==> src/rtl/stopwatch_ctrl.sv <==
// -----------------------------------------------------------------------------
// stopwatch_ctrl
//   MM:SS stopwatch controller with a start/pause/clear FSM and a registered
//   multiplexed 4-digit BCD display output. The count saturates at
//   MAX_MIN:59, where the FSM parks in DONE until it is cleared.
//
// Parameters
//   MAX_MIN    highest minute value reached before saturation (0..99)
//
// Ports
//   clk        system clock, rising edge
//   rst_n      asynchronous active-low reset
//   tick_1hz   one-cycle enable pulse, once per second
//   scan_sel   digit select: 0 sec ones, 1 sec tens, 2 min ones, 3 min tens
//   btn_start  one-cycle start/pause toggle pulse
//   btn_clear  one-cycle clear request pulse
//   digit_an   active-low digit enable for the scanned digit (registered)
//   digit_bcd  BCD value of the scanned digit (registered)
//   running    high while in RUN (registered)
//   done       high while in DONE (registered)
// -----------------------------------------------------------------------------
module stopwatch_ctrl #(
    parameter int unsigned MAX_MIN = 59
) (
    input  logic       clk,
    input  logic       rst_n,
    input  logic       tick_1hz,
    input  logic [1:0] scan_sel,
    input  logic       btn_start,
    input  logic       btn_clear,
    output logic [3:0] digit_an,
    output logic [3:0] digit_bcd,
    output logic       running,
    output logic       done
);

    typedef enum logic [1:0] {
        IDLE  = 2'd0,
        RUN   = 2'd1,
        PAUSE = 2'd2,
        DONE  = 2'd3
    } state_t;

    localparam logic [3:0] MAX_TENS = 4'(MAX_MIN / 32'd10);
    localparam logic [3:0] MAX_ONES = 4'(MAX_MIN % 32'd10);

    state_t     state_r;
    state_t     next_state_s;
    logic [3:0] sec_ones_r;
    logic [3:0] sec_tens_r;
    logic [3:0] min_ones_r;
    logic [3:0] min_tens_r;
    logic [3:0] inc_sec_ones_s;
    logic [3:0] inc_sec_tens_s;
    logic [3:0] inc_min_ones_s;
    logic [3:0] inc_min_tens_s;
    logic       at_max_s;
    logic       load_zero_s;
    logic       load_inc_s;
    logic [3:0] an_s;
    logic [3:0] bcd_s;
    logic [3:0] digit_an_r;
    logic [3:0] digit_bcd_r;
    logic       running_r;
    logic       done_r;

    // Saturation point: time currently reads MAX_MIN:59.
    assign at_max_s = (min_tens_r == MAX_TENS) && (min_ones_r == MAX_ONES) &&
                      (sec_tens_r == 4'd5) && (sec_ones_r == 4'd9);

    // Time plus one second, BCD carry chain across the four digits.
    always_comb begin
        inc_sec_ones_s = sec_ones_r + 4'd1;
        inc_sec_tens_s = sec_tens_r;
        inc_min_ones_s = min_ones_r;
        inc_min_tens_s = min_tens_r;
        if (sec_ones_r == 4'd9) begin
            inc_sec_ones_s = 4'd0;
            if (sec_tens_r == 4'd5) begin
                inc_sec_tens_s = 4'd0;
                if (min_ones_r == 4'd9) begin
                    inc_min_ones_s = 4'd0;
                    inc_min_tens_s = min_tens_r + 4'd1;
                end else begin
                    inc_min_ones_s = min_ones_r + 4'd1;
                end
            end else begin
                inc_sec_tens_s = sec_tens_r + 4'd1;
            end
        end else begin
            inc_sec_ones_s = sec_ones_r + 4'd1;
        end
    end

    // FSM next state and time-update controls.
    always_comb begin
        next_state_s = state_r;
        load_zero_s  = 1'b0;
        load_inc_s   = 1'b0;
        case (state_r)
            IDLE: begin
                // Clear still zeroes time even when start moves us to RUN;
                // ticks are never counted here.
                if (btn_start) begin
                    next_state_s = RUN;
                end else begin
                    next_state_s = IDLE;
                end
                if (btn_clear) begin
                    load_zero_s = 1'b1;
                end else begin
                    load_zero_s = 1'b0;
                end
            end
            RUN: begin
                // The tick is counted on the same edge as a pause request;
                // hitting the saturation point overrides the pause.
                if (tick_1hz) begin
                    if (at_max_s) begin
                        next_state_s = DONE;
                    end else begin
                        load_inc_s = 1'b1;
                        if (btn_start) begin
                            next_state_s = PAUSE;
                        end else begin
                            next_state_s = RUN;
                        end
                    end
                end else if (btn_start) begin
                    next_state_s = PAUSE;
                end else begin
                    next_state_s = RUN;
                end
            end
            PAUSE: begin
                if (btn_clear) begin
                    next_state_s = IDLE;
                    load_zero_s  = 1'b1;
                end else if (btn_start) begin
                    next_state_s = RUN;
                end else begin
                    next_state_s = PAUSE;
                end
            end
            DONE: begin
                if (btn_clear) begin
                    next_state_s = IDLE;
                    load_zero_s  = 1'b1;
                end else begin
                    next_state_s = DONE;
                end
            end
            default: begin
                next_state_s = IDLE;
                load_zero_s  = 1'b1;
            end
        endcase
    end

    // FSM state register.
    always_ff @(posedge clk or negedge rst_n) begin
        if (!rst_n) begin
            state_r <= IDLE;
        end else begin
            state_r <= next_state_s;
        end
    end

    // Time digit registers.
    always_ff @(posedge clk or negedge rst_n) begin
        if (!rst_n) begin
            sec_ones_r <= 4'd0;
            sec_tens_r <= 4'd0;
            min_ones_r <= 4'd0;
            min_tens_r <= 4'd0;
        end else if (load_zero_s) begin
            sec_ones_r <= 4'd0;
            sec_tens_r <= 4'd0;
            min_ones_r <= 4'd0;
            min_tens_r <= 4'd0;
        end else if (load_inc_s) begin
            sec_ones_r <= inc_sec_ones_s;
            sec_tens_r <= inc_sec_tens_s;
            min_ones_r <= inc_min_ones_s;
            min_tens_r <= inc_min_tens_s;
        end else begin
            sec_ones_r <= sec_ones_r;
            sec_tens_r <= sec_tens_r;
            min_ones_r <= min_ones_r;
            min_tens_r <= min_tens_r;
        end
    end

    // Display digit select decode from the current scan position.
    always_comb begin
        an_s  = 4'b1111;
        bcd_s = 4'h0;
        case (scan_sel)
            2'd0: begin
                an_s  = 4'b1110;
                bcd_s = sec_ones_r;
            end
            2'd1: begin
                an_s  = 4'b1101;
                bcd_s = sec_tens_r;
            end
            2'd2: begin
                an_s  = 4'b1011;
                bcd_s = min_ones_r;
            end
            2'd3: begin
                an_s  = 4'b0111;
                bcd_s = min_tens_r;
            end
            default: begin
                an_s  = 4'b1111;
                bcd_s = 4'h0;
            end
        endcase
    end

    // Registered outputs; status flags decode the state being entered so
    // they change on the same edge as the state register.
    always_ff @(posedge clk or negedge rst_n) begin
        if (!rst_n) begin
            digit_an_r  <= 4'b1111;
            digit_bcd_r <= 4'h0;
            running_r   <= 1'b0;
            done_r      <= 1'b0;
        end else begin
            digit_an_r  <= an_s;
            digit_bcd_r <= bcd_s;
            running_r   <= (next_state_s == RUN);
            done_r      <= (next_state_s == DONE);
        end
    end

    assign digit_an  = digit_an_r;
    assign digit_bcd = digit_bcd_r;
    assign running   = running_r;
    assign done      = done_r;

endmodule

==> config.mk <==
export PLATFORM = sky130hd
export DESIGN_NAME = stopwatch_ctrl
export DESIGN_NICKNAME = d
export VERILOG_FILES = /design/src/rtl/stopwatch_ctrl.sv
export SDC_FILE = /design/constraint.sdc
export NUM_CORES = 1
export LEC_CHECK = 0
export CELL_PAD_IN_SITES_DETAIL_PLACEMENT = 0
export CELL_PAD_IN_SITES_GLOBAL_PLACEMENT = 1
export CORE_UTILIZATION = 24
export DETAILED_ROUTE_END_ITERATION = 8
export HOLD_SLACK_MARGIN = 0.12
export PLACE_DENSITY = 0.47
export SYNTH_ARGS = -nofsm -noshare
export SYNTH_HDL_FRONTEND = slang
export SYNTH_SLANG_ARGS = --single-unit
==> constraint.sdc <==
create_clock -name clk -period 5.76 [get_ports clk]
set_clock_uncertainty 0.15 [all_clocks]
set_input_delay 1.152 -clock clk [delete_from_list [all_inputs] [get_ports clk]]
set_output_delay 1.152 -clock clk [all_outputs]
set_load 0.005 [all_outputs]
==> results of run 1 <==
[critical path, stage by stage]
cell	delay [ps]
clkdlybuf4s50_1	520
and3b_2	270
nand3_2	240
or4_1	570
a21oi_1	150
[layout make-up]
cell class | count | share of cell area (%)
Multi-Input combinational cell | 102 | 41.4
Sequential cell | 28 | 39.4
Tap cell | 75 | 5.24
Timing Repair Buffer | 17 | 9.37
Inverter | 7 | 1.47
Clock buffer | 4 | 3.08
[state kept, by name, summed over array words and instances, names as in the netlist]
register,count
min_tens_r,4
digit_bcd,4
sec_ones_r,4
running,1
min_ones_r,4
digit_an,4
state_r,2
done,1
sec_tens_r,4
[cell families (layout without fill, tap and decap cells)]
kind of cell | after synthesis | after routing | synth area share, %
compound gates | 39 | 39 | 16.1
flops | 28 | 28 | 47.2
mux | 5 | 5 | 6.69
simple gates | 50 | 50 | 20.1
fa+ha+maj | 8 | 8 | 6.69
buf+inv | 12 | 28 | 3.26
[how the worst min path moves through the flow]
stage | slack, ps | start | endpoint
after floorplan | 350 | sec_tens_r[2]$_DFFE_PN0P_ | sec_tens_r[2]$_DFFE_PN0P_
after global placement | 410 | min_tens_r[3]$_DFFE_PN0P_ | min_tens_r[3]$_DFFE_PN0P_
after detailed placement | 430 | sec_tens_r[2]$_DFFE_PN0P_ | sec_tens_r[2]$_DFFE_PN0P_
after CTS | 440 | sec_tens_r[2]$_DFFE_PN0P_ | sec_tens_r[2]$_DFFE_PN0P_
after global routing | 480 | min_tens_r[3]$_DFFE_PN0P_ | min_tens_r[3]$_DFFE_PN0P_
final | 450 | sec_tens_r[2]$_DFFE_PN0P_ | sec_tens_r[2]$_DFFE_PN0P_
[synth_stat cells, drive strengths merged (2+ instances only)]
cell,n
o22ai,2
or4,3
ha,8
dfstp,4
a31oi,2
nand3b,3
o31ai,5
nor3,3
nand2b,4
dfrtp,24
mux4,4
or3,4
and3b,4
nand2,11
clkbuf,4
and2,3
o211ai,4
nand3,8
inv,7
a21oi,13
nor2,5
o21ai,8
[per-stage QoR]
step                hold WS, ps  setup slack, ps  utilization (%)  instance area [µm²]  instances
global placement            414             2660             29.1                 1730        229
detailed placement          426             2610             29.1                 1730        229
finish                      449             2910             30.0                 1790        233
global route                478             2820             30.0                 1790        233
floorplan                   350             3430                -                 1500        142
CTS                         441             2900             30.0                 1790        233
[where the power goes]
group,internal [mW],switching [mW]
logic,0.0499,0.0569
registers,0.218,0.0252
clock network,0.0612,0.0621
total,0.329,0.144
[layer usage]
| metal | GRT usage, % | vias to the layer above |
|---|---|---|
| met2 | 19.5 | 20 |
| li1 | - | 558 |
| met3 | 2.13 | 2 |
| met5 | 0 | - |
| met1 | 15.7 | 570 |
| met4 | 4.29 | 0 |
==> impl_metrics.env, run 1 <==
export IMPL_clkSinkCount=28
export IMPL_cts_root_buf="clkbuf_8"
export IMPL_wl_um=3390
export IMPL_r2r_end="min_tens_r[3]$_DFFE_PN0P_"
export IMPL_wl_met2_um=1600
export IMPL_slew_headroom_pct=65.0
export IMPL_fillCellCount=632
export IMPL_r2r_start="sec_ones_r[1]$_DFFE_PN0P_"
export IMPL_grt_use_total_pct=11.9
export IMPL_totalNegativeSetupSlack_ps=0
export IMPL_cts_hold_buf=0
export IMPL_cts_buffer_depth=2
export IMPL_wl_met1_um=1660
export IMPL_path_class="input port to flop"
export IMPL_synth_cells=142
export IMPL_fin_crit_sh_pct=49.6
export IMPL_rsz0062_at_grt="false"
export IMPL_routedWlPerCell_um=14.6
export IMPL_insertion_delay_ps=270
export IMPL_ioPinCount=17
export IMPL_yosysTopAreaCell="dfrtp_1"
export IMPL_postCtsSetupBuffers=0
export IMPL_start_kind="input port"
export IMPL_n_antenna_cell=0
export IMPL_peakVddDrop_mv=0.113
export IMPL_dieArea_um2=6550
export IMPL_setup_viol=0
export IMPL_hold_path_class="flop to flop"
export IMPL_synthArstFlopShare_pct=100
export IMPL_met3_wirelength_um=105
export IMPL_die_x_um=80.9
export IMPL_fmax_mhz=350
export IMPL_core_rowCount=28
export IMPL_dp_hpwl_um=2470
export IMPL_multiInputGateArea_um2=741
export IMPL_p_per_area_nw_per_um2=265
export IMPL_yosysWarnings=0
export IMPL_cts_tree="done"
export IMPL_hold_viol_final=0
export IMPL_synth_top_area_share_pct=40.2
export IMPL_drt_initial_drc_count=53
export IMPL_grt_pass1_wl_um=5840
export IMPL_p_leak_nw=0.704
export IMPL_first_global_vias=1119
export IMPL_vias_per_cell=4.94
export IMPL_cp_max_fo=14
export IMPL_worstMarginPinSlew_ps=525
export IMPL_antenna_left=0
export IMPL_antenna_found_initial=0
export IMPL_drt_pass1_iter_count=4
export IMPL_min_path_cells=1
export IMPL_fin_crit_ps=2850
export IMPL_io_buffer_count=16
export IMPL_syn_avg_cell_area_um2=10.5
export IMPL_overflow=0
export IMPL_regArea_um2=706
export IMPL_start_util_pct=25.1
export IMPL_yosysSeqAreaShare_pct=47.2
export IMPL_nNetsFinal=174
export IMPL_status="completed"
export IMPL_ys_ff_latch=28
export IMPL_reg2reg_setup_slack_ps=3360
export IMPL_chipHeight_um=80.9
export IMPL_cts_made_buffers=3
export IMPL_cp_end_kind="flop"
export IMPL_drv_cap=0
export IMPL_crit_arrival_ps=2910
export IMPL_htree_levels=1
export IMPL_mostFrequentLayoutCells="dfrtp_1, clkdlybuf4s50_1, a21oi_1"
export IMPL_ys_flop_type="dfrtp_1"
export IMPL_syn_cell_area_um2=1500
export IMPL_drc=0
export IMPL_syn_num_nets=157
export IMPL_drive_gt1_share_pct=11.4
export IMPL_rr_worst_depth=6
export IMPL_synth_top_cells_by_area="dfrtp_1, dfstp_2, ha_1"
export IMPL_synth_edf_count=0
export IMPL_drv_slew=0
export IMPL_timing_critical_path_from="tick_1hz"
export IMPL_crit_required_ps=5820
export IMPL_areaGrowthSynthToFinish_pct=19.7
export IMPL_synth_cell_type_count=34
export IMPL_clkTransAtPathRegs_ps=100
export IMPL_cp_endpoint="min_tens_r[3]$_DFFE_PN0P_"
export IMPL_routabilityCongestion=0.790
export IMPL_grt_start_max_net_pins=29
export IMPL_core_area_um2=5960
export IMPL_via_count=1150
export IMPL_mostFrequentLayoutCell="dfrtp_1"
export IMPL_routed_top_layer="met4"
export IMPL_cts_resized=0
export IMPL_p_total_mw=0.473
(Power assumes the default switching activity.)
==> run 2, diff against run 1 <==
PLACE_DENSITY = 0.49   (was 0.47)
clock period = 2.45 ns   (was 5.76 ns; I/O delays follow)
==> run 2 against run 1 <==
Net effect:
- non-clock buffer count increased by 4
- wire length decreased by 3.1%
- cell count increased by 1.3%
- sequential cell count unchanged
- worst hold slack got worse by 24 ps
- critical path depth increased by 1
- sequential share of layout area decreased by 0.36 points
- power increased by 130%
- via count increased by 0.26%
- utilization increased by 0.27 points
- critical path type is now flop to flop
- critical endpoint unchanged
- largest cell class unchanged
==> impl_metrics.env, run 2 (same netlist as run 1, synthesis figures left out) <==
export IMPL_p_leak_nw=0.716
export IMPL_slew_headroom_pct=62.5
export IMPL_htree_levels=1
export IMPL_routabilityCongestion=0.753
export IMPL_crit_required_ps=2500
export IMPL_mostFrequentLayoutCells="dfrtp_1, clkdlybuf4s50_1, a21oi_1"
export IMPL_mostFrequentLayoutCell="dfrtp_1"
export IMPL_p_int_mw=0.747
export IMPL_cts_root_buf="clkbuf_8"
export IMPL_p_per_area_nw_per_um2=599
export IMPL_drv_cap=0
export IMPL_hold_path_class="flop to flop"
export IMPL_net_switching_power_mw=0.334
export IMPL_worstMarginPinSlew_ps=562
export IMPL_nNetsFinal=178
export IMPL_pwr_share_comb_pct=24.0
export IMPL_drc=0
export IMPL_totalNegativeSetupSlack_ps=0
export IMPL_final_area_um2=1810
export IMPL_postCtsSetupBuffers=0
export IMPL_drv_slew=0
export IMPL_rsz0062_at_grt="false"
export IMPL_final_setup_worst_slack_ps=351
export IMPL_finalNonFillerCells=236
export IMPL_dpl_instance_area_um2=1760
export IMPL_start_util_pct=25.1
export IMPL_critical_path_max_stage_delay_ps=550
export IMPL_die_x_um=80.9
export IMPL_start_kind="flop"
export IMPL_clkTransAtPathRegs_ps=90
export IMPL_drt_pass1_iter_count=4
export IMPL_status="completed"
export IMPL_io_buffer_count=16
export IMPL_crit_arrival_ps=2150
export IMPL_fmax_mhz=476
export IMPL_clkPwrFrac_pct=23.3
export IMPL_antenna_left=0
export IMPL_fin_crit_ps=2100
export IMPL_cts_tree="done"
export IMPL_swShare_pct=30.9
export IMPL_fin_crit_sh_pct=85.7
export IMPL_overflow=0
export IMPL_chipHeight_um=80.9
export IMPL_hold_viol_final=0
export IMPL_ioPinCount=17
export IMPL_dieArea_um2=6550
export IMPL_cts_resized=0
export IMPL_via_count=1153
export IMPL_dp_hpwl_um=2410
export IMPL_core_rowCount=28
export IMPL_cp_max_fo=11
export IMPL_antenna_found_initial=0
export IMPL_cp_end_kind="flop"
export IMPL_clkSinkCount=28
export IMPL_cts_made_buffers=3
export IMPL_post_place_ws_ps=77.1
export IMPL_crit_slowest_cell="or4_1"
export IMPL_cts_hold_buf=0
export IMPL_cp_buffers_inverters=1
export IMPL_vias_per_cell=4.89
export IMPL_peakVddDrop_mv=0.252
export IMPL_insertion_delay_ps=270
export IMPL_grt_pass1_wl_um=5660
export IMPL_grt_start_max_net_pins=29
export IMPL_cts_buffer_depth=2
export IMPL_path_cells="inv_1 -> ha_1 -> and3b_1 -> nand3_2 -> or4_1 -> a21oi_1"
export IMPL_p_seq_share_pct=52.8
export IMPL_crit_family="simple AND/OR/NAND/NOR gates"
export IMPL_dp_cells=233
export IMPL_areaGrowthSynthToFinish_pct=20.8
export IMPL_grt_use_total_pct=11.6
export IMPL_wl_um=3290
export IMPL_path_class="flop to flop"
export IMPL_drive_gt1_share_pct=13.0
export IMPL_routedWlPerCell_um=13.9
export IMPL_core_area_um2=5960
export IMPL_setup_viol=0
export IMPL_first_global_vias=1096
export IMPL_drt_initial_drc_count=51
export IMPL_n_antenna_cell=0
## run 2: changes by cell type in the layout (fill, tap and decap cells not counted)
| cell | delta |
|---|---|
| clkbuf_8 | -1 |
| buf_4 | +4 |
## run 2: per-layer routing
layer	global-route usage [%]	up-vias	share of wire, %
li1	-	562	-
met1	16.5	562	50
met2	17.3	24	45
met3	1.35	5	3.1
met4	5.36	0	1.9
met5	0	-	0
## run 2: stage by stage
step | hold WS [ps] | total power [mW] | utilization (%)
2_1_floorplan | 44.4 | 0.722 | -
3_3_place_gp | 407 | 0.838 | 29.6
3_5_place_dp | 413 | 0.841 | 29.6
4_1_cts | 429 | 1.10 | 30.3
5_1_grt | 474 | 1.16 | 30.3
6_report | 425 | 1.08 | 30.3
## run 2: worst min-delay path, stage by stage (launching register included)
cell and delay [ps]:
dfrtp_1 410, o31ai_1 70, a21oi_1 60
## run 2: cell type report
class                   count  area (µm²)
fillers                   630        4150
well taps                  75        93.8
repair buffers             21         198
clock buffers               3        41.3
flip-flops and latches     28         706
inverters                   7        26.3
multi-input cells         102         741
## run 2: worst paths after layout
kind / from / endpoint / slack [ps] / cells past startpoint
setup / recovery: sec_tens_r[1]$_DFFE_PN0P_ / min_tens_r[3]$_DFFE_PN0P_ / 350 / 6
hold / removal: min_tens_r[3]$_DFFE_PN0P_ / min_tens_r[3]$_DFFE_PN0P_ / 420 / 2
setup reg to reg: sec_tens_r[1]$_DFFE_PN0P_ / min_tens_r[3]$_DFFE_PN0P_ / 350 / 6
hold reg to reg: min_tens_r[3]$_DFFE_PN0P_ / min_tens_r[3]$_DFFE_PN0P_ / 420 / 2
max in group asynchronous: rst_n / digit_an[3]$_DFF_PN1_ / 1390 / 2
min in group asynchronous: rst_n / digit_bcd[3]$_DFF_PN0_ / 450 / 2
## run 2: power groups by stage
stage	Sequential, mW	Combinational, mW	Clock (mW)
after floorplan	0.568	0.154	0
after global placement	0.580	0.258	0
after detailed placement	0.580	0.260	0
after CTS	0.571	0.262	0.266
after global routing	0.585	0.289	0.282
final	0.571	0.259	0.252
==> run 3, diff against run 2 <==
--- a/config.mk
+++ b/config.mk
@@ -9,2 +9,3 @@
 export CELL_PAD_IN_SITES_GLOBAL_PLACEMENT = 1
+export CORE_MARGIN = 2
 export CORE_UTILIZATION = 24
@@ -12,3 +13,3 @@
 export HOLD_SLACK_MARGIN = 0.12
-export PLACE_DENSITY = 0.49
+export PLACE_DENSITY = 0.47
 export SYNTH_ARGS = -nofsm -noshare
==> constraint.sdc (replaced) <==
create_clock -name clk -period 2.04 [get_ports clk]
set_clock_uncertainty 0.15 [all_clocks]
set_input_delay 0.408 -clock clk [delete_from_list [all_inputs] [get_ports clk]]
set_output_delay 0.408 -clock clk [all_outputs]
set_load 0.02 [all_outputs]
==> run 3 against run 2 <==
Net effect:
- via count grew 5.7%
- die area increased by 5.0%
- critical path depth decreased by 5
- utilization rose by 2.9 points
- non-clock buffer count grew 21
==> impl_metrics.env, run 3 (same netlist as run 1, synthesis figures left out) <==
export IMPL_drv_slew=0
export IMPL_cts_hold_buf=0
export IMPL_clkTransAtPathRegs_ps=100
export IMPL_critical_path_max_stage_delay_ps=590
export IMPL_path_class="flop to output port"
export IMPL_dpl_instance_area_um2=1900
export IMPL_crit_family="buffers and inverters"
export IMPL_core_rowCount=28
export IMPL_crit_slowest_cell="clkdlybuf4s50_1"
export IMPL_path_cells="clkdlybuf4s50_1"
export IMPL_rsz0062_at_grt="false"
export IMPL_drive_gt1_share_pct=24.6
export IMPL_p_leak_nw=0.830
export IMPL_cts_tree="done"
export IMPL_cp_max_fo=1
export IMPL_nNetsFinal=199
export IMPL_fin_crit_sh_pct=96.0
export IMPL_slew_headroom_pct=75.5
export IMPL_crit_arrival_ps=1400
export IMPL_drt_pass1_iter_count=4
export IMPL_chipHeight_um=82.9
export IMPL_fin_crit_ps=1960
export IMPL_grt_pass1_wl_um=6270
export IMPL_hold_path_class="input port to async pin"
export IMPL_start_kind="flop"
export IMPL_dieArea_um2=6880
export IMPL_antenna_found_initial=0
export IMPL_cp_buffers_inverters=1
export IMPL_hold_viol_final=0
export IMPL_routedWlPerCell_um=14.2
export IMPL_status="completed"
export IMPL_io_buffer_count=16
export IMPL_drv_cap=0
export IMPL_start_util_pct=25.1
export IMPL_cp_end_kind="output port"
export IMPL_cts_root_buf="clkbuf_8"
export IMPL_grt_use_total_pct=11.3
export IMPL_fmax_mhz=511
export IMPL_overflow=0
export IMPL_via_count=1219
export IMPL_dp_hpwl_um=2760
export IMPL_holdWs_ps=355
export IMPL_htree_levels=1
export IMPL_clkSinkCount=28
export IMPL_peakVddDrop_mv=0.325
export IMPL_cts_buffer_depth=2
export IMPL_worstMarginPinSlew_ps=368
export IMPL_wl_um=3670
export IMPL_cts_made_buffers=3
export IMPL_first_global_vias=1252
export IMPL_drc=0
export IMPL_setup_viol=0
export IMPL_vias_per_cell=4.72
export IMPL_p_per_area_nw_per_um2=724
export IMPL_drt_initial_drc_count=71
export IMPL_insertion_delay_ps=280
export IMPL_die_x_um=82.9
export IMPL_p_total_mw=1.43
export IMPL_grt_start_max_net_pins=29
export IMPL_mostFrequentLayoutCell="buf_4"
export IMPL_core_area_um2=5960
export IMPL_antenna_left=0
export IMPL_totalNegativeSetupSlack_ps=0
export IMPL_rr_worst_depth=6
export IMPL_mostFrequentLayoutCells="buf_4, dfrtp_1, clkdlybuf4s50_1"
export IMPL_final_area_um2=1980
export IMPL_routabilityCongestion=0.784
export IMPL_ioPinCount=17
export IMPL_crit_required_ps=1480
export IMPL_fin_util_pct=33.2
export IMPL_n_antenna_cell=0
export IMPL_areaGrowthSynthToFinish_pct=32.4
export IMPL_worstSetupPathDepth=1
[run 3: final cells by class]
type                            count  area [µm²]
Timing Repair Buffer               42         355
Fill cell                         630        3980
Sequential cell                    28         706
Clock buffer                        4        55.1
Multi-Input combinational cell    102         743
Tap cell                           75        93.8
Inverter                            7        26.3
[run 3: stage by stage]
step,worst slack (ps),cells
finish,82.4,258
global route,11.7,258
CTS,63.1,255
detailed placement,-120,251
global placement,-95.2,251
floorplan,215,142
[run 3: what timing repair did]
| action | 4_1_cts | 5_1_grt |
|---|---|---|
| hold endpoints to repair | 0 | 0 |
| buffers inserted | 0 | 3 |
| gates resized for setup | 0 | 2 |
| endpoints found under the setup margin | 0 | 4 |
[run 3: worst paths after layout]
path	end	slack, ps	startpoint
setup / recovery	digit_an[1]	80	digit_an[1]$_DFF_PN1_
hold / removal	min_tens_r[1]$_DFFE_PN0P_	360	rst_n
setup reg to reg	min_tens_r[3]$_DFFE_PN0P_	160	sec_ones_r[1]$_DFFE_PN0P_
hold reg to reg	min_tens_r[3]$_DFFE_PN0P_	450	min_tens_r[3]$_DFFE_PN0P_
max in group asynchronous	digit_an[1]$_DFF_PN1_	1080	rst_n
min in group clk	min_tens_r[3]$_DFFE_PN0P_	450	min_tens_r[3]$_DFFE_PN0P_
[run 3: report_power, final]
part	leakage, nW	switching, mW	internal [mW]	total [mW]
sequential	0.370	0.0500	0.616	0.666
combinational	0.431	0.221	0.188	0.409
clock	0.0288	0.184	0.173	0.357
[run 3: per-layer routing]
| metal | wire (µm) | track usage (%) | vias up | part of all wire [%] |
|---|---|---|---|---|
| met5 | 0 | 0 | - | 0 |
| met4 | 29 | 3.58 | 0 | 0.79 |
| met3 | 74 | 1.89 | 2 | 2.0 |
| met2 | 1730 | 18.0 | 14 | 47 |
| met1 | 1840 | 15.5 | 599 | 50 |
| li1 | - | - | 604 | - |
